==> config.mk <==
export PLATFORM = sky130hd
export DESIGN_NAME = risc_v_multicycle_controller
export DESIGN_NICKNAME = d
export VERILOG_FILES = /design/src/rtl/risc_v_multicycle_controller.sv
export SDC_FILE = /design/constraint.sdc
export NUM_CORES = 1
export LEC_CHECK = 0
export CORE_UTILIZATION = 40
export CTS_CLUSTER_DIAMETER = 50
export CTS_CLUSTER_SIZE = 25
export DETAILED_ROUTE_END_ITERATION = 6
export GPL_TIMING_DRIVEN = 0
export PLACE_DENSITY_LB_ADDON = 0.1
export SLEW_MARGIN = 5
export SYNTH_ARGS = -nofsm -noshare
export SYNTH_HDL_FRONTEND = slang
export SYNTH_SLANG_ARGS = --single-unit
==> constraint.sdc <==
create_clock -name clk -period 3.6 [get_ports clk]
set_input_delay 0.72 -clock clk [delete_from_list [all_inputs] [get_ports clk]]
set_output_delay 0.72 -clock clk [all_outputs]
set_load 0.1 [all_outputs]
==> src/rtl/risc_v_multicycle_controller.sv <==
// Moore-style control FSM for the multi-cycle RISC-V datapath.
// Sequences each instruction and drives every datapath enable and mux select.
module risc_v_multicycle_controller (
  input  logic       clk,
  input  logic       rst,
  input  logic [6:0] op,
  input  logic [2:0] func3,
  input  logic       func7,
  input  logic       zero,
  input  logic       neg,
  output logic       PCWrite,
  output logic       adrSrc,
  output logic       memWrite,
  output logic       IRWrite,
  output logic       regWrite,
  output logic [1:0] resultSrc,
  output logic [1:0] ALUSrcA,
  output logic [1:0] ALUSrcB,
  output logic [2:0] ALUControl,
  output logic [2:0] immSrc,
  output logic       illegal
);

  typedef enum logic [3:0] {
    S_FETCH,
    S_DECODE,
    S_EX_R,
    S_EX_I,
    S_ALU_WB,
    S_MEM_ADR,
    S_MEM_READ,
    S_MEM_WB,
    S_MEM_WRITE,
    S_BRANCH,
    S_JAL,
    S_JALR,
    S_LINK,
    S_LUI
  } state_t;

  localparam logic [6:0] OP_R    = 7'b0110011;
  localparam logic [6:0] OP_I    = 7'b0010011;
  localparam logic [6:0] OP_LW   = 7'b0000011;
  localparam logic [6:0] OP_SW   = 7'b0100011;
  localparam logic [6:0] OP_BR   = 7'b1100011;
  localparam logic [6:0] OP_JAL  = 7'b1101111;
  localparam logic [6:0] OP_JALR = 7'b1100111;
  localparam logic [6:0] OP_LUI  = 7'b0110111;

  localparam logic [2:0] ALU_ADD = 3'b000;
  localparam logic [2:0] ALU_SUB = 3'b001;
  localparam logic [2:0] ALU_AND = 3'b010;
  localparam logic [2:0] ALU_OR  = 3'b011;
  localparam logic [2:0] ALU_SLT = 3'b100;
  localparam logic [2:0] ALU_XOR = 3'b101;

  state_t     r_state;
  state_t     w_next;
  logic       w_alu_f3_ok;
  logic       w_br_f3_ok;
  logic       w_mem_f3_ok;
  logic [2:0] w_alu_op;
  logic       w_br_taken;

  always_ff @(posedge clk) begin
    if (rst) begin
      r_state <= S_FETCH;
    end else begin
      r_state <= w_next;
    end
  end

  // func3 legality per instruction class, checked once in DECODE
  always_comb begin
    w_alu_f3_ok = (func3 == 3'b000) || (func3 == 3'b111) || (func3 == 3'b110) ||
                  (func3 == 3'b010) || (func3 == 3'b100);
    w_br_f3_ok  = (func3 == 3'b000) || (func3 == 3'b001) ||
                  (func3 == 3'b100) || (func3 == 3'b101);
    w_mem_f3_ok = (func3 == 3'b010);
  end

  // func7 only distinguishes SUB from ADD, and only for register-register ops
  always_comb begin
    w_alu_op = ALU_ADD;
    case (func3)
      3'b000:  w_alu_op = (r_state == S_EX_R && func7) ? ALU_SUB : ALU_ADD;
      3'b111:  w_alu_op = ALU_AND;
      3'b110:  w_alu_op = ALU_OR;
      3'b010:  w_alu_op = ALU_SLT;
      3'b100:  w_alu_op = ALU_XOR;
      default: w_alu_op = ALU_ADD;
    endcase
  end

  always_comb begin
    w_br_taken = 1'b0;
    case (func3)
      3'b000:  w_br_taken = zero;
      3'b001:  w_br_taken = !zero;
      3'b100:  w_br_taken = neg;
      3'b101:  w_br_taken = !neg;
      default: w_br_taken = 1'b0;
    endcase
  end

  always_comb begin
    w_next     = S_FETCH;
    PCWrite    = 1'b0;
    adrSrc     = 1'b0;
    memWrite   = 1'b0;
    IRWrite    = 1'b0;
    regWrite   = 1'b0;
    resultSrc  = 2'b00;
    ALUSrcA    = 2'b00;
    ALUSrcB    = 2'b00;
    ALUControl = ALU_ADD;
    illegal    = 1'b0;

    case (op)
      OP_JALR, OP_LW, OP_I: immSrc = 3'b000;
      OP_SW:                immSrc = 3'b001;
      OP_BR:                immSrc = 3'b010;
      OP_LUI:               immSrc = 3'b011;
      OP_JAL:               immSrc = 3'b100;
      default:              immSrc = 3'b000;
    endcase

    case (r_state)
      S_FETCH: begin
        IRWrite   = 1'b1;
        ALUSrcB   = 2'b10;
        resultSrc = 2'b10;
        PCWrite   = 1'b1;
        w_next    = S_DECODE;
      end
      S_DECODE: begin
        ALUSrcA = 2'b01;
        ALUSrcB = 2'b01;
        case (op)
          OP_R:          begin if (w_alu_f3_ok) w_next = S_EX_R;    else illegal = 1'b1; end
          OP_I:          begin if (w_alu_f3_ok) w_next = S_EX_I;    else illegal = 1'b1; end
          OP_LW, OP_SW:  begin if (w_mem_f3_ok) w_next = S_MEM_ADR; else illegal = 1'b1; end
          OP_BR:         begin if (w_br_f3_ok)  w_next = S_BRANCH;  else illegal = 1'b1; end
          OP_JAL:        w_next = S_JAL;
          OP_JALR:       w_next = S_JALR;
          OP_LUI:        w_next = S_LUI;
          default:       illegal = 1'b1;
        endcase
      end
      S_EX_R: begin
        ALUSrcA    = 2'b10;
        ALUSrcB    = 2'b00;
        ALUControl = w_alu_op;
        w_next     = S_ALU_WB;
      end
      S_EX_I: begin
        ALUSrcA    = 2'b10;
        ALUSrcB    = 2'b01;
        ALUControl = w_alu_op;
        w_next     = S_ALU_WB;
      end
      S_ALU_WB: begin
        regWrite = 1'b1;
        w_next   = S_FETCH;
      end
      S_MEM_ADR: begin
        ALUSrcA = 2'b10;
        ALUSrcB = 2'b01;
        // op[5] separates sw (0100011) from lw (0000011)
        w_next  = op[5] ? S_MEM_WRITE : S_MEM_READ;
      end
      S_MEM_READ: begin
        adrSrc = 1'b1;
        w_next = S_MEM_WB;
      end
      S_MEM_WB: begin
        resultSrc = 2'b01;
        regWrite  = 1'b1;
        w_next    = S_FETCH;
      end
      S_MEM_WRITE: begin
        adrSrc   = 1'b1;
        memWrite = 1'b1;
        w_next   = S_FETCH;
      end
      S_BRANCH: begin
        ALUSrcA    = 2'b10;
        ALUSrcB    = 2'b00;
        ALUControl = ALU_SUB;
        PCWrite    = w_br_taken;
        w_next     = S_FETCH;
      end
      S_JAL: begin
        PCWrite = 1'b1;
        w_next  = S_LINK;
      end
      S_JALR: begin
        ALUSrcA   = 2'b10;
        ALUSrcB   = 2'b01;
        resultSrc = 2'b10;
        PCWrite   = 1'b1;
        w_next    = S_LINK;
      end
      S_LINK: begin
        ALUSrcA   = 2'b01;
        ALUSrcB   = 2'b10;
        resultSrc = 2'b10;
        regWrite  = 1'b1;
        w_next    = S_FETCH;
      end
      S_LUI: begin
        resultSrc = 2'b11;
        regWrite  = 1'b1;
        w_next    = S_FETCH;
      end
      default: w_next = S_FETCH;
    endcase

    // Reset silences every output so nothing is written in the reset cycle
    if (rst) begin
      PCWrite    = 1'b0;
      adrSrc     = 1'b0;
      memWrite   = 1'b0;
      IRWrite    = 1'b0;
      regWrite   = 1'b0;
      resultSrc  = 2'b00;
      ALUSrcA    = 2'b00;
      ALUSrcB    = 2'b00;
      ALUControl = ALU_ADD;
      immSrc     = 3'b000;
      illegal    = 1'b0;
    end
  end

endmodule

# Yosys cells after proc, flatten, opt, wreduce, memory -nomap -nowiden
# Index checks and enable logic that the tools add are counted.
# Widths: inputs -> output; s select.
# word_totals
ff_bits,4
out_inout_bits,18
# classes
eq_ne,27
muxes,36
reduce_logical,25
# ops
operator,count
$pmux 4 s7,1
$eq 4x4->1 const B,6
$pmux 4 s6,1
$eq 7x6->1 const B,3
$eq 7x7->1 const B,3
$eq 4x3->1 const B,4
$mux 1,15
$pmux 3 s5,1
$reduce_or 2->1,7
$eq 3x3->1 const B,4
$pmux 3 s4,1
$mux 2,5
$mux 3,3
$reduce_or 3->1,3
$eq 4x2->1 const B,2
$mux 4,2
$pmux 1 s4,2
$pmux 2 s2,2
$reduce_or 4->1,2
$eq 7x2->1 const B,1
$eq 7x5->1 const B,1
$logic_or 1x1->1,7
$pmux 2 s3,1
$pmux 3 s2,1
9 further kinds,10

# Logic depth before layout (Yosys ltp)
# logic_depth
depth_word,9
mapped_depth,6
ltp_nobuf,4

# Least setup slack after synthesis
# OpenSTA, ideal clock, no wires.
# synth_timing
path_kind,input-to-output
startpoint,in rst
endpoint,out ALUSrcB[0]
arrival_time_ns,4.085
slack_ns,-1.205
cell_stages,2
n_path_buf,1
path_cell_list,clkbuf_1 -> nor4b_1
# synth_between
elab_chain_len,1
# synth_lines
element,line,rtl
start: declaration,5,"input logic rst,"
$mux 2,220,if (rst) begin
end: declaration,18,"output logic [1:0] ALUSrcB,"
# No other way between the ends.

# Worst setup path after layout
# layout_timing
startpoint,in rst
endpoint,out IRWrite
# layout_between
elab_chain_len,1
# layout_lines
element,line,rtl
$mux 1,220,
end: declaration,14,"output logic IRWrite,"
# No other way between the ends.

==> flow_summary.yaml <==
cells_and_area:
  top_register: "r_state"
  nets: 179
  largest_reg_flops: 4
  drive_gt1_share_pct: 15.4
  reg_top3: "r_state: 4 flops"
  syn_to_final_growth_pct: 45.3
  antenna_cells: 0
  fillers: 186
  finalInstanceArea_um2: 1280
floorplanning:
  coreArea_um2: 2020
  dieArea_um2: 2390
  ioPinCount: 33
  rows: 16
  fp.dieH_um: 48.9
  die_w_um: 48.9
  start_util_pct: 43.4
critical_path:
  crit_buf_inv: 2
  critical_path.max_stage_delay_ps: 1130
  crit_chain: "clkdlybuf4s50_1 > or3_1 > nor2_1 > clkdlybuf4s50_1"
  worst-endpoint-arrival_ps: 2780
  ff2ff_setup_slack_ps: 2040
  crit_path_max_fanout: 4
  slowest_stage: "clkdlybuf4s50_1"
  rr_worst_depth: 4
  critPathKind: "primary input to output pin"
  crit_family: "buffers and inverters"
  crit_required_ps: 2880
  worstSetupStartpointType: "primary input"
  cp-end-kind: "output pin"
  reg2reg_to: "r_state[3]"
  path_common_cell: "clkdlybuf4s50_1"
  r2r_start: "r_state[0]"
logic_synthesis:
  netlist_area_um2: 878
  async_flop_share_pct: 0
  synth.distinct_cells: 46
  yosysMostFrequentCell: "nor2_1"
  synth_edf_count: 0
  synth_seq_cells: 4
  ys_top_cells_by_count: "11 x nor2_1, 9 x a21oi_1, 7 x clkbuf_1"
  yosysTopAreaCellShare_pct: 9.12
  ys.warnings.count: 0
  synth_fp_nets: 143
  synth.avg_cell_area_um2: 6.86
  synth_top_area_cell: "dfxtp_1"
  yosysSeqAreaShare_pct: 9.12
  synth_flop_cell: "dfxtp_1"
  postSynthCellCount: 128
  synthTopCellsByArea: "dfxtp_1 9.1%, a21oi_1 5.1%, nor2_1 4.7%"
hold_path:
  min_to: "r_state[0]"
  hp-class: "register to register"
  hold_path_depth: 4
  min_from: "r_state[3]"
run_status:
  status: "completed"
timing:
  drv_slew: 0
  max_freq_mhz: 286
  fin_crit_ps: 3500
  hold_violations: 0
  setup_slack_ps: 103
  slew_headroom_pct: 35.2
  timing.final.crit_share_pct: 97.1
  worstMarginPinSlew_ps: 971
  whs_ps: 755
  rsz0062_at_grt: "false"
  fin_skew_ps: 0.242
  setup_viol: 0
placement:
  routabilityCongestion: 0.854
  dpl_cell_area_um2: 1250
  pre_cts_slack_ps: -392
  hpwl_um: 1950
  portBuffers: 31
grt:
  grt_pass1_wl_um: 4390
  grt_max_degree: 11
  grtUsageTotal_pct: 22.9
  grt_pass1_vias: 959
  grt-ovfl-total: 0
  antenna_found_initial: 0
route:
  via_count: 1072
  post-route-drc-count: 0
  drt_iter0_drc: 17
  first_pass_iters: 4
  vias_per_cell: 5.67
  wl_um: 2570
  ant_nets: 0
  wl_per_cell_um: 13.6
clock_tree:
  post_cts_resized: 19
  clk_pin_slew_worst_paths_ps: 40
  clkLatencyLatePin_ps: 240
  clockRootBuffer: "clkbuf_4"
  htreeDepth: 1
  cts_tree: "done"
  cts_hold_buffers: 0
  clock-sinks: 4
  clockBufferDepth: 2
  cts_setup_buffers: 0
  cts-buffers-inserted: 3
power:
  powerDensity_nw_per_um2: 198
  leakagePower_nw: 0.530
  ir_worst_vdd_v: 0.000162
run:
  max_cap_viol_count: 0
## how the worst max path moves through the flow
| stage | startpoint | end | slack, ps | cells after the start |
|---|---|---|---|---|
| final | rst | IRWrite | 100 | 4 |
| after global routing | op[5] | illegal | 20 | 6 |
| after detailed placement | op[5] | illegal | -390 | 6 |
| after global placement | op[5] | illegal | -400 | 6 |
| after floorplan | r_state[1] | adrSrc | -180 | 5 |
| after CTS | rst | ALUSrcA[1] | 0.7 | 4 |
## placed cells by master, fill, tap and decap left out, drive strengths merged, types with 3 or more instances in the layout
| cell | Yosys | layout |
|---|---|---|
| clkdlybuf4s50 | 0 | 16 |
| clkbuf | 7 | 12 |
| nor2 | 11 | 11 |
| a21oi | 10 | 10 |
| nor3 | 7 | 7 |
| buf | 7 | 7 |
| o21ai | 7 | 7 |
| nand2b | 6 | 6 |
| nor2b | 5 | 5 |
| nand2 | 5 | 5 |
| dlymetal6s2s | 0 | 5 |
| and3 | 4 | 4 |
| dlygate4sd2 | 0 | 4 |
| clkdlybuf4s15 | 0 | 4 |
| dfxtp | 4 | 4 |
| a211oi | 4 | 4 |
| or3 | 3 | 3 |
| nor3b | 3 | 3 |
| nand3b | 3 | 3 |
| a21boi | 3 | 3 |
| xnor2 | 3 | 3 |
| nand3 | 3 | 3 |
| nor4 | 3 | 3 |
| nor4b | 3 | 3 |
## report_power, final
part	leakage, nW	switching (W)	internal, W
Combinational	0.484	0.000100	0.0000477
Sequential	0.0325	0.000000809	0.0000459
Clock	0.0138	0.0000201	0.0000374
Total	0.530	0.000121	0.000131
## layer usage
metal,up-vias,routed length [um],track usage (%)
met2,32,1240,38.7
met3,0,115,4.67
met5,-,0,0
met1,488,1210,31.2
li1,552,-,-
met4,0,0,1.47
## metrics by stage
step           util, %  setup TNS (ps)  instances  total power (W)
5_1_grt           63.1               0        189         0.000270
3_5_place_dp      61.9           -2200        186         0.000197
4_1_cts           62.9               0        189         0.000254
6_report          63.1               0        189         0.000252
2_1_floorplan        -            -518        128         0.000154
3_3_place_gp      61.9           -2080        186         0.000195
## cell type report
type / instances / area (um2) / share of cell area (%)
inverters: 2 / 7.51 / 0.588
repair buffers: 31 / 313 / 24.5
plain buffers: 14 / 72.6 / 5.69
well taps: 27 / 33.8 / 2.65
flip-flops and latches: 4 / 80.1 / 6.27
multi-input cells: 108 / 747 / 58.5
clock buffers: 3 / 22.5 / 1.76
## logic make-up (layout without fill, tap and decap cells)
kind of cell | after synthesis | after routing | share of synthesized area [%]
AOI/OAI and AO/OA | 36 | 36 | 29.2
muxes | 2 | 2 | 2.28
DFF | 4 | 4 | 9.12
buffers and inverters | 16 | 50 | 9.12
xor gates and xnor gates | 5 | 5 | 4.99
and+or+nand+nor | 65 | 65 | 45.3
## worst min-delay path, delay by kind of cell (launching register included)
kind,cells,cell delay [ps]
DFF,1,310
and+or+nand+nor,1,40
AOI/OAI and AO/OA,2,220
buffers and inverters,1,120
Note: power is estimated with default switching activity, not from simulation.
